`config.mk`:
```
export PLATFORM = sky130hd
export DESIGN_NAME = fb_rect_fill_flat
export DESIGN_NICKNAME = d
export VERILOG_FILES = /design/src/rtl/fb_rect_fill_if.sv /design/src/rtl/fb_rect_fill.sv /design/src/flat_wrapper.sv
export SDC_FILE = /design/constraint.sdc
export NUM_CORES = 1
export LEC_CHECK = 0
export BUFFER_PORTS_ARGS = -buffer_cell sky130_fd_sc_hd__clkbuf_2
export CAP_MARGIN = 0
export CORE_MARGIN = 4
export CORE_UTILIZATION = 55
export DETAILED_ROUTE_END_ITERATION = 8
export PLACE_DENSITY = 0.85
export SLEW_MARGIN = 15
export SYNTH_ARGS = -nofsm -noshare
export SYNTH_HDL_FRONTEND = slang
export SYNTH_SLANG_ARGS = --single-unit
```
`constraint.sdc`:
```
create_clock -name clk -period 3.7 [get_ports clk]
set_input_delay 0.74 -clock clk [delete_from_list [all_inputs] [get_ports clk]]
set_output_delay 0.74 -clock clk [all_outputs]
set_load 0.05 [all_outputs]
```
`src/rtl/fb_rect_fill_if.sv`:
```
// -----------------------------------------------------------------------------
// fb_rect_fill_if
// Framebuffer write port between the rectangle-fill engine and the
// framebuffer arbiter.
//   wr_req  : write request, held until granted
//   wr_addr : 18-bit pixel address (y*H_RES + x)
//   wr_data : 3-bit {r,g,b} color
//   wr_ack  : grant; a write completes on any edge with wr_req && wr_ack
// master = fill engine, slave = arbiter / framebuffer side.
// -----------------------------------------------------------------------------
interface fb_rect_fill_if;
  logic        wr_req;
  logic [17:0] wr_addr;
  logic [2:0]  wr_data;
  logic        wr_ack;

  modport master (
    output wr_req,
    output wr_addr,
    output wr_data,
    input  wr_ack
  );

  modport slave (
    input  wr_req,
    input  wr_addr,
    input  wr_data,
    output wr_ack
  );
endinterface

```
`src/rtl/fb_rect_fill.sv`:
```
// -----------------------------------------------------------------------------
// fb_rect_fill
// Rectangle-fill draw engine feeding the VGA framebuffer. Accepts a fill
// command, clips it to the visible H_RES x V_RES frame and writes one pixel
// per granted cycle, row-major, through a request/acknowledge write port.
//
// Ports
//   clk, resetn        : system clock, asynchronous active-low reset
//   start              : command strobe, only sampled while idle
//   x0, y0             : top-left corner of the rectangle
//   width, height      : rectangle size in pixels / lines
//   fill_color         : {r,g,b} color written to every pixel
//   busy               : command in progress (start ignored)
//   done               : one-cycle pulse when a command completes
//   wr                 : framebuffer write port (master side)
// -----------------------------------------------------------------------------
module fb_rect_fill #(
  parameter int H_RES = 640,
  parameter int V_RES = 400
) (
  input  logic                  clk,
  input  logic                  resetn,
  input  logic                  start,
  input  logic [9:0]            x0,
  input  logic [8:0]            y0,
  input  logic [9:0]            width,
  input  logic [8:0]            height,
  input  logic [2:0]            fill_color,
  output logic                  busy,
  output logic                  done,
  fb_rect_fill_if.master        wr
);

  localparam logic [10:0] H_LIMIT  = 11'(H_RES);
  localparam logic [9:0]  V_LIMIT  = 10'(V_RES);
  localparam logic [17:0] H_STRIDE = 18'(H_RES);

  typedef enum logic [1:0] {
    ST_IDLE,
    ST_CLIP,
    ST_WRITE,
    ST_DONE
  } state_t;

  state_t      state_reg;

  // latched command
  logic [9:0]  x0_reg;
  logic [8:0]  y0_reg;
  logic [9:0]  width_reg;
  logic [8:0]  height_reg;
  logic [2:0]  color_reg;

  // walk state (exclusive end bounds after clipping)
  logic [10:0] x_end_reg;
  logic [9:0]  y_end_reg;
  logic [9:0]  x_reg;
  logic [8:0]  y_reg;
  logic [17:0] row_base_reg;

  // registered outputs
  logic        busy_reg;
  logic        done_reg;
  logic        wr_req_reg;
  logic [17:0] wr_addr_reg;
  logic [2:0]  wr_data_reg;

  // ---------------------------------------------------------------------------
  // Clipping, evaluated during CLIP from the latched command. One extra bit
  // on each sum keeps x0+width / y0+height from wrapping.
  // ---------------------------------------------------------------------------
  logic [10:0] x_sum;
  logic [9:0]  y_sum;
  logic [10:0] x_end_clip;
  logic [9:0]  y_end_clip;
  logic        empty_cmd;
  logic [17:0] row_base_init;

  assign x_sum         = {1'b0, x0_reg} + {1'b0, width_reg};
  assign y_sum         = {1'b0, y0_reg} + {1'b0, height_reg};
  assign x_end_clip    = (x_sum > H_LIMIT) ? H_LIMIT : x_sum;
  assign y_end_clip    = (y_sum > V_LIMIT) ? V_LIMIT : y_sum;
  assign empty_cmd     = (width_reg == 10'd0) || (height_reg == 9'd0) ||
                         ({1'b0, x0_reg} >= H_LIMIT) ||
                         ({1'b0, y0_reg} >= V_LIMIT);
  assign row_base_init = 18'(y0_reg) * H_STRIDE;

  // ---------------------------------------------------------------------------
  // Walk decisions for the pixel currently on the bus. The next address is
  // precomputed here so a granted write can be followed by the next pixel on
  // the very next cycle, including across a row wrap.
  // ---------------------------------------------------------------------------
  logic        last_col;
  logic        last_row;
  logic [17:0] next_row_base;

  assign last_col      = ({1'b0, x_reg} + 11'd1) >= x_end_reg;
  assign last_row      = ({1'b0, y_reg} + 10'd1) >= y_end_reg;
  assign next_row_base = row_base_reg + H_STRIDE;

  always_ff @(posedge clk or negedge resetn) begin
    if (!resetn) begin
      state_reg    <= ST_IDLE;
      x0_reg       <= '0;
      y0_reg       <= '0;
      width_reg    <= '0;
      height_reg   <= '0;
      color_reg    <= '0;
      x_end_reg    <= '0;
      y_end_reg    <= '0;
      x_reg        <= '0;
      y_reg        <= '0;
      row_base_reg <= '0;
      busy_reg     <= 1'b0;
      done_reg     <= 1'b0;
      wr_req_reg   <= 1'b0;
      wr_addr_reg  <= '0;
      wr_data_reg  <= '0;
    end else begin
      case (state_reg)
        ST_IDLE: begin
          done_reg <= 1'b0;
          if (start) begin
            x0_reg     <= x0;
            y0_reg     <= y0;
            width_reg  <= width;
            height_reg <= height;
            color_reg  <= fill_color;
            busy_reg   <= 1'b1;
            state_reg  <= ST_CLIP;
          end
        end

        ST_CLIP: begin
          x_end_reg <= x_end_clip;
          y_end_reg <= y_end_clip;
          if (empty_cmd) begin
            done_reg  <= 1'b1;
            state_reg <= ST_DONE;
          end else begin
            x_reg        <= x0_reg;
            y_reg        <= y0_reg;
            row_base_reg <= row_base_init;
            wr_req_reg   <= 1'b1;
            wr_addr_reg  <= row_base_init + 18'(x0_reg);
            wr_data_reg  <= color_reg;
            state_reg    <= ST_WRITE;
          end
        end

        ST_WRITE: begin
          // Without a grant everything holds, so address/data stay stable.
          if (wr.wr_ack) begin
            if (!last_col) begin
              x_reg       <= x_reg + 10'd1;
              wr_addr_reg <= wr_addr_reg + 18'd1;
            end else if (!last_row) begin
              x_reg        <= x0_reg;
              y_reg        <= y_reg + 9'd1;
              row_base_reg <= next_row_base;
              wr_addr_reg  <= next_row_base + 18'(x0_reg);
            end else begin
              wr_req_reg <= 1'b0;
              done_reg   <= 1'b1;
              state_reg  <= ST_DONE;
            end
          end
        end

        ST_DONE: begin
          done_reg  <= 1'b0;
          busy_reg  <= 1'b0;
          state_reg <= ST_IDLE;
        end

        default: begin
          state_reg  <= ST_IDLE;
          busy_reg   <= 1'b0;
          done_reg   <= 1'b0;
          wr_req_reg <= 1'b0;
        end
      endcase
    end
  end

  assign busy       = busy_reg;
  assign done       = done_reg;
  assign wr.wr_req  = wr_req_reg;
  assign wr.wr_addr = wr_addr_reg;
  assign wr.wr_data = wr_data_reg;

endmodule

```
`src/flat_wrapper.sv`:
```
// flat-port wrapper written by rule: the top's interface ports become plain ports
module fb_rect_fill_flat 
#(
  parameter int H_RES = 640,
  parameter int V_RES = 400
)
  (clk, resetn, start, x0, y0, width, height, fill_color, busy, done, wr_wr_req, wr_wr_addr, wr_wr_data, wr_wr_ack);
  fb_rect_fill_if wr_i ();
  input  logic clk;
  input  logic resetn;
  input  logic start;
  input  logic [9:0] x0;
  input  logic [8:0] y0;
  input  logic [9:0] width;
  input  logic [8:0] height;
  input  logic [2:0] fill_color;
  output logic busy;
  output logic done;
  output wire logic [$bits(wr_i.wr_req)-1:0] wr_wr_req;
  output wire logic [$bits(wr_i.wr_addr)-1:0] wr_wr_addr;
  output wire logic [$bits(wr_i.wr_data)-1:0] wr_wr_data;
  input wire logic [$bits(wr_i.wr_ack)-1:0] wr_wr_ack;
  assign wr_wr_req = wr_i.wr_req;
  assign wr_wr_addr = wr_i.wr_addr;
  assign wr_wr_data = wr_i.wr_data;
  assign wr_i.wr_ack = wr_wr_ack;
  fb_rect_fill #(.H_RES(H_RES), .V_RES(V_RES)) u_core (.clk(clk), .resetn(resetn), .start(start), .x0(x0), .y0(y0), .width(width), .height(height), .fill_color(fill_color), .busy(busy), .done(done), .wr(wr_i));
endmodule
```
==> Word level (Yosys, flattened, before mapping) <==
Index checks and enable logic that the tools add are counted.
{ "totals": {"ff_bits": 125, "input_bits": 45} }
{ "op_classes": {"multipliers": 1, "order_cmp": 6, "n_addsub": 10, "muxes": 40, "n_bitwise": 1, "reduce_logical": 17, "eq_ne": 11} }
{ "ops": {"columns": ["operator", "count"], "rows": [
  ["$mux W18", 8],
  ["$pmux W18 S2", 2],
  ["$mux W10", 5],
  ["$add A18 B10 Y18", 2],
  ["$mux W9", 4],
  ["$pmux W10 S2", 1],
  ["$add A18 B1 Y18 const B", 1],
  ["$add A18 B10 Y18 const B", 1],
  ["$pmux W9 S2", 1],
  ["$reduce_and A4 Y1", 3],
  ["$add A10 B1 Y11 const B", 1],
  ["$add A10 B10 Y11", 1],
  ["$ge A11 B11 Y1", 1],
  ["$gt A11 B10 Y1 const B", 1],
  ["$mul A9 B3 Y11 const B", 1],
  ["$mux W11", 1],
  ["$add A10 B1 Y10 const B", 1],
  ["$add A9 B1 Y10 const B", 1],
  ["$add A9 B9 Y10", 1],
  ["$ge A10 B10 Y1", 1],
  ["$ge A10 B10 Y1 const B", 1],
  ["$gt A10 B9 Y1 const B", 1],
  ["$logic_not A10 Y1", 1],
  ["$mux W1", 10],
  ["19 further kinds", 35]
]} }

==> Logic depth before layout (Yosys ltp) <==
Gate-level depths: netlist (run 1).
{ "depth": {"ltp_word": 6, "ltp_mapped": 16} }

==> Least setup slack after synthesis (run 1) <==
OpenSTA, ideal clock, no wires.
{ "synth_timing": {"path_type": "register to register", "startpoint": "register u_core.x_reg[0]", "endpoint": "register u_core.x_reg[3]", "setup_time_ns": 0.129, "path_slack_ns": 0.310, "arrival_time_ns": 3.261, "period_less_slack_ns": 3.390, "required_ns": 3.571, "stages_incl_launch_ff": 17, "cell_sequence": "dfrtp_1 ha_1 and3_1 and3_1 and3_1 xor2_1 ha_1 o21a_1 o21a_1 o21ai_0 o31ai_4 and2_1 a21o_1 buf_6 buf_6 o21ai_0 o21ai_0"} }
{ "synth_between": {"elab_chain_len": 5} }
{ "synth_lines": {"columns": ["item", "line_no", "rtl"], "rows": [
  ["from (decl)", "fb_rect_fill.sv:57", "logic [9:0] x_reg;"],
  ["from (signal assigned)", "fb_rect_fill.sv:141", "x_reg <= x0_reg;"],
  ["from (signal assigned)", "fb_rect_fill.sv:155", "x_reg <= x_reg + 10'd1;"],
  ["from (signal assigned)", "fb_rect_fill.sv:158", "x_reg <= x0_reg;"],
  ["$add A10 B1 Y11", "fb_rect_fill.sv:97", "assign last_col = ({1'b0, x_reg} + 11'd1) >= x_end_reg;"],
  ["$ge A11 B11 Y1", "fb_rect_fill.sv:97", null],
  ["$mux W10", "fb_rect_fill.sv:154", "if (!last_col) begin"],
  ["$mux W10", "fb_rect_fill.sv:153", "if (wr.wr_ack) begin"],
  ["$pmux W10 S2", "fb_rect_fill.sv:120", "case (state_reg)"]
]} }
Several ways; a longest one is shown, not always the timed one. The select of a mux whose other input is x is not followed.
A chain may end at the register's enable or synchronous reset.

==> Final worst setup path (run 1) <==
{ "layout_timing": {"startpoint": "register u_core.x_reg[0]", "endpoint": "register u_core.y_reg[8]"} }
{ "layout_between": {"elab_chain_len": 4} }
{ "layout_lines": {"columns": ["item", "line_no", "rtl"], "rows": [
  ["$add A10 B1 Y11", "fb_rect_fill.sv:97", null],
  ["$ge A11 B11 Y1", "fb_rect_fill.sv:97", null],
  ["$ne A2 B1 Y1 (no line)", null, null],
  ["$reduce_and A5 Y1 (no line)", null, null],
  ["to (signal assigned)", "fb_rect_fill.sv:142", "y_reg <= y0_reg;"],
  ["to (signal assigned)", "fb_rect_fill.sv:159", "y_reg <= y_reg + 9'd1;"],
  ["to (decl)", "fb_rect_fill.sv:58", "logic [8:0] y_reg;"]
]} }
Every way passes these cells.

==> summary.md, run 1 <==
| Metric | Value |
|---|---|
| H-tree Lvls | 4 |
| N_diodes | 0 |
| Outcome | finished, final reports clean |
| CP startpoint | u_core.x_reg[0]$_DFFE_PN0P_ |
| Final Skew | 0.01473 ns |
| Setup TNS | 0 ns |
| Initial antenna violation count | 1 |
| Die area | 17530 um^2 |
| CP Capture Type | register |
| Die Wd | 132.4 um |
| Sequential area share after synthesis | 0.3470 |
| RD Place Congestion | 0.9000 |
| Clock root cell | clkbuf_16 |
| Most frequent cell after synthesis | dfrtp_1 |
| Post-synth EDFFs | 0 |
| CTS tree | done |
| FF+latch count, synth | 118 |
| R2R setup slack | 0.01 ns |
| Post-DP HPWL | roughly 15000 um |
| Max Cap Violations | 0 |
| Worst hold path class | in2async |
| Share of post-route cells with drive strength above 1 | 0.2275 |
| Setup CP Type | reg2reg |
| Rows | 45 |
| Relative slew slack | 0.4495 |
| Fin crit period | 3.686 ns |
| WP data arrival | 4.01 ns |
| Synth area leader | dfrtp_1 |
| Top cell type's share of synthesized area | 0.3470 |
| Syn Inst Count | 902 |
| Crit share post-route | 0.9963 |
| Max Slew Vio Count | 0 |
| Worst setup endpoint | u_core.y_reg[8]$_DFFE_PN0P_ |
| Max Fclk | 271.3 MHz |
| Final Hold Viols | 0 |
| IO buf count | between 60 and 70 |
| Max reg flops | 18 |
| Gr ovfl total | 0 |
| ANT nets after route | 0 |
| Critical R2R Capture | u_core.y_reg[8]$_DFFE_PN0P_ |
| CTS Buf Count | 17 |
| Starting DRT DRC Count | 1003 |
| Nets | 1107 |
| Clock sink total | 118 |
| R2R Path Start | u_core.x_reg[0]$_DFFE_PN0P_ |
| Clock slew seen by the registers of the worst setup and hold paths | about 0.06 ns |
| Top cells by area, synth | dfrtp_1 (35%), ha_1 (10%), mux2_2 (6.2%), xnor2_1 (4.2%), a21oi_1 (3.2%) |
| Unique masters post-synth | 85 |
| Largest net degree at the start of global routing | 59 |
| GRT Util Overall | 0.2517 |
| Post-synthesis net count | 1020 |
| DR vias/cell | 6.492 |
| Ports | 69 |
| Initial Util | 0.5598 |
| Setup crit start kind | register |
| Syn Area/Cell | roughly 9.4 um^2 |
| Vias in the first global route | 7173 |
| Final Setup Violations | 0 |
| Wire per inst | 20.03 um |
| Routed vias | 7726 |
| Final wirelength | between 20000 and 25000 um |
| Worst skew pair latency | 0.43 ns |
| Slew of the pin with the lowest slew margin | a little over 0.8 ns |
| CP Max Fanout | 14 |
| R2R depth | 16 |
| Cell area after synthesis | between 8000 and 9000 um^2 |
| Fraction of registers with async set/reset | 1.000 |
| Core area | around 15000 um^2 |
| Most common flop cell mapped by yosys | dfrtp_1 |
| Syn. warnings | 0 |
| First-pass GRT wire length | 35740 um |
| Worst EP required | ~4.0 ns |
| 1st-pass router iterations | 8 |
| Drt drc | 0 |
| Post-synth top cells | dfrtp_1 (118), nor2_1 (72), ha_1 (69) |
| Die Y | 132.4 um |
| Longest Clk Path Bufs | 2 |
| Area Growth Syn to Fin | 17.89% |
==> critical path: stages (launching register included) <==
cell       delay [ns]
dfrtp_1          0.35
buf_4            0.15
and3_1           0.19
and3_4           0.22
and3_4           0.22
nand3_2          0.10
xnor2_2          0.16
ha_1             0.30
o21a_1           0.11
o21a_1           0.13
nor2_1           0.07
o31ai_4          0.48
o2111ai_4        0.21
a21oi_4          0.27
buf_4            0.17
clkbuf_16        0.16
mux2i_1          0.28
==> timing repair <==
item	4_1_cts	5_1_grt
setup endpoints to repair	0	50
hold buffers	0	0
gates resized for setup	0	32
buffers inserted	0	12
==> layer usage <==
metal  vias up  GRT usage  wire length (um)
met1      3687     0.3212              9215
met4         2     0.1161              1088
met5         -          0                13
li1       3479          -                 -
met2       437     0.4112             11490
met3       121    0.05305              2024
==> layout make-up <==
type	instances	area, um^2
sequential	118	2953
tap	188	235.2
timing repair buffer	102	726.9
fill	1099	5169
clock inverter	10	145.1
clock buffer	22	484.2
multi-input combinational	701	5305
inverter	49	183.9
==> logic make-up after synthesis <==
family,Yosys count,share of synthesized area
AO/OA/AOI/OAI,244,0.1985
XOR/XNOR,68,0.07086
multiplexers,56,0.07277
adder cells (fa/ha/maj),73,0.1109
buffers and inverters,84,0.04293
other,1,0.0004406
flip-flops,118,0.3470
AND/OR/NAND/NOR,258,0.1567
==> layout by cell type, fill, tap and decap left out, drive strengths merged, types with 18 or more instances in the layout <==
| cell type | count |
|---|---|
| ha | 69 |
| and3 | 18 |
| nor3 | 28 |
| inv | 48 |
| xnor2 | 41 |
| clkbuf | 94 |
| nand3 | 22 |
| a21oi | 60 |
| mux2 | 47 |
| nand2 | 59 |
| xor2 | 27 |
| nor2 | 74 |
| o21ai | 60 |
| dfrtp | 118 |
| buf | 30 |
==> worst min-delay path by stage <==
stage,endpoint,slack (ns),cells after the start
2_1_floorplan,u_core.busy$_DFFE_PN0P_,0.44,0
3_3_place_gp,u_core.y_end_reg[0]$_DFFE_PN0P_,0.48,1
3_5_place_dp,u_core.y_end_reg[0]$_DFFE_PN0P_,0.48,1
4_1_cts,u_core.width_reg[3]$_DFFE_PN0P_,0.41,1
5_1_grt,u_core.x_end_reg[6]$_DFFE_PN0P_,0.44,1
6_report,u_core.x_end_reg[5]$_DFFE_PN0P_,0.38,1
==> metrics by stage <==
step                instance area, um^2  worst slack, ns  instances    util  hold slack, ns
finish                            10030          0.01376       1190  0.6600          0.3791
global route                      10030          -0.1415       1190  0.6600          0.4438
CTS                                9697          0.03853       1173  0.6379          0.4126
detailed placement                 9067          0.06372       1141  0.5965          0.4787
global placement                   9067           0.1053       1141  0.5965          0.4771
floorplan                          8511           0.3101        902       -          0.4444
Power of run 1 is left out: the tool's default activity adds up to more than one toggle a clock period on the data nets, which glitch-free logic cannot reach.
==> run 2, diff against run 1 <==
--- a/config.mk
+++ b/config.mk
@@ -10,7 +10,7 @@
 export CORE_MARGIN = 4
 export CORE_UTILIZATION = 55
 export DETAILED_ROUTE_END_ITERATION = 8
-export PLACE_DENSITY = 0.85
+export PLACE_DENSITY = 0.88
 export SLEW_MARGIN = 15
 export SYNTH_ARGS = -nofsm -noshare
 export SYNTH_HDL_FRONTEND = slang
==> constraint.sdc (replaced) <==
create_clock -name clk -period 3 [get_ports clk]
set_input_delay 0.6 -clock clk [delete_from_list [all_inputs] [get_ports clk]]
set_output_delay 0.6 -clock clk [all_outputs]
set_load 0.05 [all_outputs]
==> summary.md, run 2 (synthesis results as in run 1) <==
| Metric | Value |
|---|---|
| Layout Cells excl Fill | 1252 (+5.2%) |
| RD Place Congestion | 0.9412 (+4.6%) |
| Max reg flops | 18 (unchanged) |
| Routed vias | 8878 (+15%) |
| Die Y | 132.4 um (unchanged) |
| CP Max Fanout | 7 (-7) |
| Setup CP Type | reg2reg |
| Clock sink total | 118 (unchanged) |
| Starting DRT DRC Count | 1263 (+26%) |
| Worst hold path class | in2async |
| Final Skew | 0.01712 ns (+0.002394 ns) |
| Max Cap Violations | 0 (unchanged) |
| CTS tree | done |
| Post-placement cell area | 9475 um^2 (+4.5%) |
| 1st-pass router iterations | 9 (+1) |
| Max Slew Vio Count | 0 (unchanged) |
| Area Growth Syn to Fin | 30.61% |
| R2R setup slack | -0.66 ns (-0.67 ns) |
| Gr ovfl total | 0 (unchanged) |
| Initial antenna violation count | 0 (-1) |
| CTS Buf Count | 17 (unchanged) |
| Drt drc | 0 (unchanged) |
| Wire per inst | 25.18 um (+26%) |
| Critical R2R Capture | u_core.wr.wr_addr[0]$_DFFE_PN0P_ |
| Post-DP HPWL | 16640 um (+9.5%) |
| First-pass GRT wire length | 47520 um (+33%) |
| Fin crit period | 3.656 ns (-0.03008 ns) |
| R2R Path Start | u_core.x_reg[0]$_DFFE_PN0P_ |
| Final Setup Violations | 52 (+52) |
| Failing checks | negative setup slack |
| Placed cells | 1186 (+3.9%) |
| Share of post-route cells with drive strength above 1 | 0.3449 (+0.1174) |
| Nets | 1169 (+5.6%) |
| Max Fclk | 273.5 MHz (+0.82%) |
| ANT nets after route | 0 (unchanged) |
| IO buf count | 68 (unchanged) |
| Outcome | finished, violations left |
| Die area | 17530 um^2 (unchanged) |
| Most frequent cells in the layout | dfrtp_1 (115), clkbuf_2 (67), ha_1 (64) |
| CP startpoint | u_core.x_reg[0]$_DFFE_PN0P_ |
| DR vias/cell | 7.091 (+9.2%) |
| Vias in the first global route | 8968 (+25%) |
| Core area | 15200 um^2 (unchanged) |
| RSZ-0062 raised after global routing | yes |
| Clock slew seen by the registers of the worst setup and hold paths | 0.07 ns (about the same) |
| Initial Util | 0.5598 (unchanged) |
| R2R depth | 17 (+1) |
| Rows | 45 (unchanged) |
| Longest Clk Path Bufs | 2 (unchanged) |
| Slew of the pin with the lowest slew margin | 0.6408 ns (-0.1841 ns) |
| Largest net degree at the start of global routing | 59 (unchanged) |
| Ports | 69 (unchanged) |
| Commonest non-fill, non-tap cell in the layout | dfrtp_1 |
| N_diodes | 0 (unchanged) |
| GRT Util Overall | 0.3423 (+0.09055) |
| Clock root cell | clkbuf_16 |
| Die Wd | 132.4 um (unchanged) |
| Finished Cell Area | 11120 um^2 (+11%) |
| Worst EP required | 3.31 ns (-0.72 ns) |
| CP Capture Type | register |
| Setup crit start kind | register |
| Final Hold Viols | 0 (unchanged) |
| Worst skew pair latency | 0.45 ns (+0.02 ns) |
| Crit share post-route | 1.219 (+0.2224) |
| Relative slew slack | 0.5681 (+0.1186) |
| Final core occ | 0.7312 (+0.07119) |
| WP data arrival | 3.97 ns (-0.04 ns) |
| Final wirelength | 31530 um (+32%) |
| CTS Hold Bufs | 0 (unchanged) |
| Worst Slack Setup Final | -0.6562 ns (-0.6699 ns) |
| H-tree Lvls | 4 (unchanged) |
run 2: cell count changes in the layout (fill, tap and decap cells not counted), moves of 8 or more:
cell,change
a21oi_1,-12
buf_4,+38
a21oi_2,+11
buf_6,+18
o21ai_1,+11
o21ai_0,-20
nor2_1,-10
nand2_1,-10
o21ai_2,+8
run 2: worst max-delay path by stage:
stage	end	slack, ns	depth (start not counted)
floorplan	u_core.y_reg[0]$_DFFE_PN0P_	-0.17	13
detailed placement	u_core.x_reg[6]$_DFFE_PN0P_	-0.35	14
global route	u_core.wr.wr_addr[0]$_DFFE_PN0P_	-0.73	17
CTS	u_core.row_base_reg[12]$_DFFE_PN0P_	-0.26	16
global placement	u_core.wr.wr_addr[14]$_DFFE_PN0P_	-0.19	16
finish	u_core.wr.wr_addr[0]$_DFFE_PN0P_	-0.66	17
run 2: worst max-delay path: stages, from the launching register on:
cell     delay (ns)
dfrtp_1        0.41
ha_2           0.20
and3_4         0.18
and3_4         0.21
and3_4         0.24
xor2_4         0.23
ha_4           0.24
o21a_1         0.21
o21a_4         0.23
o21ai_4        0.17
o31ai_4        0.09
buf_6          0.15
buf_12         0.14
nor2_4         0.13
buf_4          0.13
buf_6          0.09
nand4_1        0.23
o221a_1        0.25
run 2: metrics by stage:
step / setup TNS (ns) / worst slack, ns / hold slack [ns]
after floorplan: -5.020 / -0.1660 / 0.3044
after global placement: -4.880 / -0.1877 / 0.4787
after detailed placement: -10.62 / -0.3540 / 0.4916
after CTS: -11.00 / -0.2622 / 0.1025
after global routing: -28.66 / -0.7254 / 0.1139
final: -25.54 / -0.6562 / 0.08937
run 2: repair_timing:
| action | 4_1_cts | 5_1_grt |
|---|---|---|
| resized for setup | 110 | 66 |
| hold endpoints to repair | 0 | 0 |
| gates cloned | 11 | 0 |
| setup buffers | 15 | 16 |
| pin swaps | 50 | 35 |
| endpoints found under the setup margin | 51 | 64 |
run 2: layout make-up:
cell class / count / area (um^2)
clock buffers: 23 / 498.0
flip-flops and latches: 118 / 2957
clock inverters: 9 / 97.59
well taps: 188 / 235.2
multi-input cells: 702 / 5807
fillers: 898 / 4086
inverters: 49 / 183.9
repair buffers: 163 / 1338
run 2: metal layers:
| metal | share of wire | vias up | wire length, um | GRT usage |
|---|---|---|---|---|
| li1 | - | 3611 | - | - |
| met1 | 0.34 | 4163 | 10760 | 0.3957 |
| met2 | 0.45 | 780 | 14250 | 0.5454 |
| met3 | 0.11 | 324 | 3496 | 0.09695 |
| met4 | 0.096 | 0 | 3023 | 0.2448 |
| met5 | 0 | - | 0 | 0 |
Power of run 2 is left out for the same reason.
==> run 3, diff against run 2 <==
--- a/config.mk
+++ b/config.mk
@@ -5,12 +5,13 @@
 export SDC_FILE = /design/constraint.sdc
 export NUM_CORES = 1
 export LEC_CHECK = 0
-export BUFFER_PORTS_ARGS = -buffer_cell sky130_fd_sc_hd__clkbuf_2
 export CAP_MARGIN = 0
 export CORE_MARGIN = 4
 export CORE_UTILIZATION = 55
 export DETAILED_ROUTE_END_ITERATION = 8
-export PLACE_DENSITY = 0.88
+export DONT_BUFFER_PORTS = 1
+export HOLD_SLACK_MARGIN = 0.02
+export PLACE_DENSITY = 0.84
 export SLEW_MARGIN = 15
 export SYNTH_ARGS = -nofsm -noshare
 export SYNTH_HDL_FRONTEND = slang
==> summary.md, run 3 (synthesis results as in run 1) <==
| Metric | Value |
|---|---|
| Outcome | finished, violations left |
| Failing checks | negative hold slack, negative setup slack |
| Ports | 69 (unchanged) |
| Longest Clk Path Bufs | 2 (unchanged) |
| Setup TNS | -17.65 ns (+7.894 ns) |
| CP Capture Type | register |
| CP startpoint | u_core.x_reg[0]$_DFFE_PN0P_ |
| First-pass GRT wire length | 39990 um (-16%) |
| Post-DP HPWL | 16070 um (-3.4%) |
| Share of post-route cells with drive strength above 1 | 0.2588 (-0.08611) |
| RD Place Congestion | 0.9022 (-4.1%) |
| RSZ-0062 raised after global routing | yes |
| WP data arrival | 3.81 ns (-0.16 ns) |
| Worst hold path class | in2async |
| Die area | 17530 um^2 (unchanged) |
| Setup CP Type | reg2reg |
| N_diodes | 0 (unchanged) |
| Routed vias | 7777 (-12%) |
| Critical R2R Capture | u_core.done$_DFFE_PN0P_ |
| R2R setup slack | -0.50 ns (+0.16 ns) |
| IO buf count | 0 (-100%) |
| ANT nets after route | 0 (unchanged) |
| Place WS | -0.3599 ns (-0.005846 ns) |
| Largest net degree at the start of global routing | 119 (+100%) |
| R2R depth | 15 (-2) |
| Max Fclk | 285.7 MHz (+4.4%) |
| Max Slew Vio Count | 0 (unchanged) |
| Final Skew | 0.008752 ns (-0.008372 ns) |
| Relative slew slack | 0.4245 (-0.1436) |
| GRT Util Overall | 0.2790 (-0.06323) |
| H-tree Lvls | 4 (unchanged) |
| R2R Path Start | u_core.x_reg[0]$_DFFE_PN0P_ |
| Clock root cell | clkbuf_16 |
| Nets | 1098 (-6.1%) |
| Drt drc | 0 (unchanged) |
| Area Growth Syn to Fin | 21.63% |
| CTS Buf Count | 17 (unchanged) |
| Slew of the pin with the lowest slew margin | 0.8622 ns (+0.2215 ns) |
| Vias in the first global route | 8026 (-11%) |
| Starting DRT DRC Count | 877 (-31%) |
| Gr ovfl total | 0 (unchanged) |
| Rows | 45 (unchanged) |
| Initial Util | 0.5598 (unchanged) |
| Commonest non-fill, non-tap cell in the layout | dfrtp_1 |
| Setup crit start kind | register |
| Most frequent cells in the layout | dfrtp_1 (118), buf_4 (74), ha_1 (67) |
| Initial antenna violation count | 0 (unchanged) |
| CTS tree | done |
| Max Cap Violations | 0 (unchanged) |
| Final hold slack | -0.1321 ns (-0.2214 ns) |
| Crit share post-route | 1.167 (-0.05187) |
| Worst Slack Setup Final | -0.5006 ns (+0.1556 ns) |
| Max reg flops | 18 (unchanged) |
| 1st-pass router iterations | 6 (-3) |
| Final wirelength | 25690 um (-19%) |
| Final Hold Viols | 118 (+118) |
| Clock sink total | 118 (unchanged) |
| CP Max Fanout | 4 (-3) |
| Final Setup Violations | 51 (-1.9%) |
| Core area | 15200 um^2 (unchanged) |
| Die Wd | 132.4 um (unchanged) |
| Worst EP required | 3.31 ns (about the same) |
| Worst skew pair latency | 0.43 ns (-0.02 ns) |
| Clock slew seen by the registers of the worst setup and hold paths | 0.06 ns (about the same) |
| Wire per inst | 21.75 um (-14%) |
| Fin crit period | 3.501 ns (-0.1556 ns) |
| Die Y | 132.4 um (unchanged) |
| DR vias/cell | 6.585 (-7.1%) |
==> run 3: cell count changes in the layout (fill, tap and decap cells not counted), sizes merged <==
cell,delta
clkinv,-3
bufinv,+3
buf,-3
bufbuf,-1
clkbuf,-70
clkinvlp,+3
==> run 3: layout make-up <==
cell class	instances	area (um^2)
clock buffers	20	466.7
clock inverters	12	198.9
fillers	1012	4851
inverters	49	183.9
multi-input cells	702	5540
flip-flops and latches	118	2953
well taps	188	235.2
repair buffers	92	773.2
==> run 3: critical path: stages, from the launching register on <==
cell and delay [ns]:
dfrtp_1 0.41, and3_4 0.21, and3_1 0.22, and3_4 0.21
nand3_1 0.11, xnor2_1 0.17, ha_1 0.30, o21a_1 0.14
o21a_1 0.16, nor2_2 0.06, o31ai_4 0.31, buf_6 0.16
buf_4 0.14, o2111ai_4 0.23, a21boi_2 0.23, mux2_4 0.32
==> run 3: how the worst max path moves through the flow <==
| stage | end | slack, ns | cells after the start |
|---|---|---|---|
| floorplan | u_core.y_reg[0]$_DFFE_PN0P_ | -0.17 | 13 |
| global placement | u_core.wr.wr_addr[14]$_DFFE_PN0P_ | -0.20 | 14 |
| global route | u_core.done$_DFFE_PN0P_ | -0.55 | 15 |
| finish | u_core.done$_DFFE_PN0P_ | -0.50 | 15 |
| CTS | u_core.row_base_reg[13]$_DFFE_PN0P_ | -0.32 | 16 |
| detailed placement | u_core.x_reg[4]$_DFFE_PN0P_ | -0.36 | 14 |
==> run 3: timing repair <==
action | CTS | global route
endpoints found under the setup margin | 51 | 62
gates cloned | 4 | 0
pin swaps | 19 | 9
setup buffers | 7 | 6
hold endpoints to repair | 118 | 118
gates resized for setup | 60 | 35
==> run 3: stage by stage <==
step	util	area, um^2	std cells
3_3_place_gp	0.6078	9240	1134
2_1_floorplan	-	8567	902
5_1_grt	0.6809	10350	1181
3_5_place_dp	0.6078	9240	1134
4_1_cts	0.6709	10200	1177
6_report	0.6809	10350	1181
==> run 3: per-layer routing <==
layer / part of all wire / GRT usage / wire length, um / up-vias
li1: - / - / - / 3455
met4: 0.064 / 0.1368 / 1635 / 0
met1: 0.38 / 0.3306 / 9692 / 3749
met5: 0 / 0 / 0 / -
met3: 0.083 / 0.07328 / 2141 / 133
met2: 0.48 / 0.4705 / 12220 / 440
Power of run 3 is left out for the same reason.
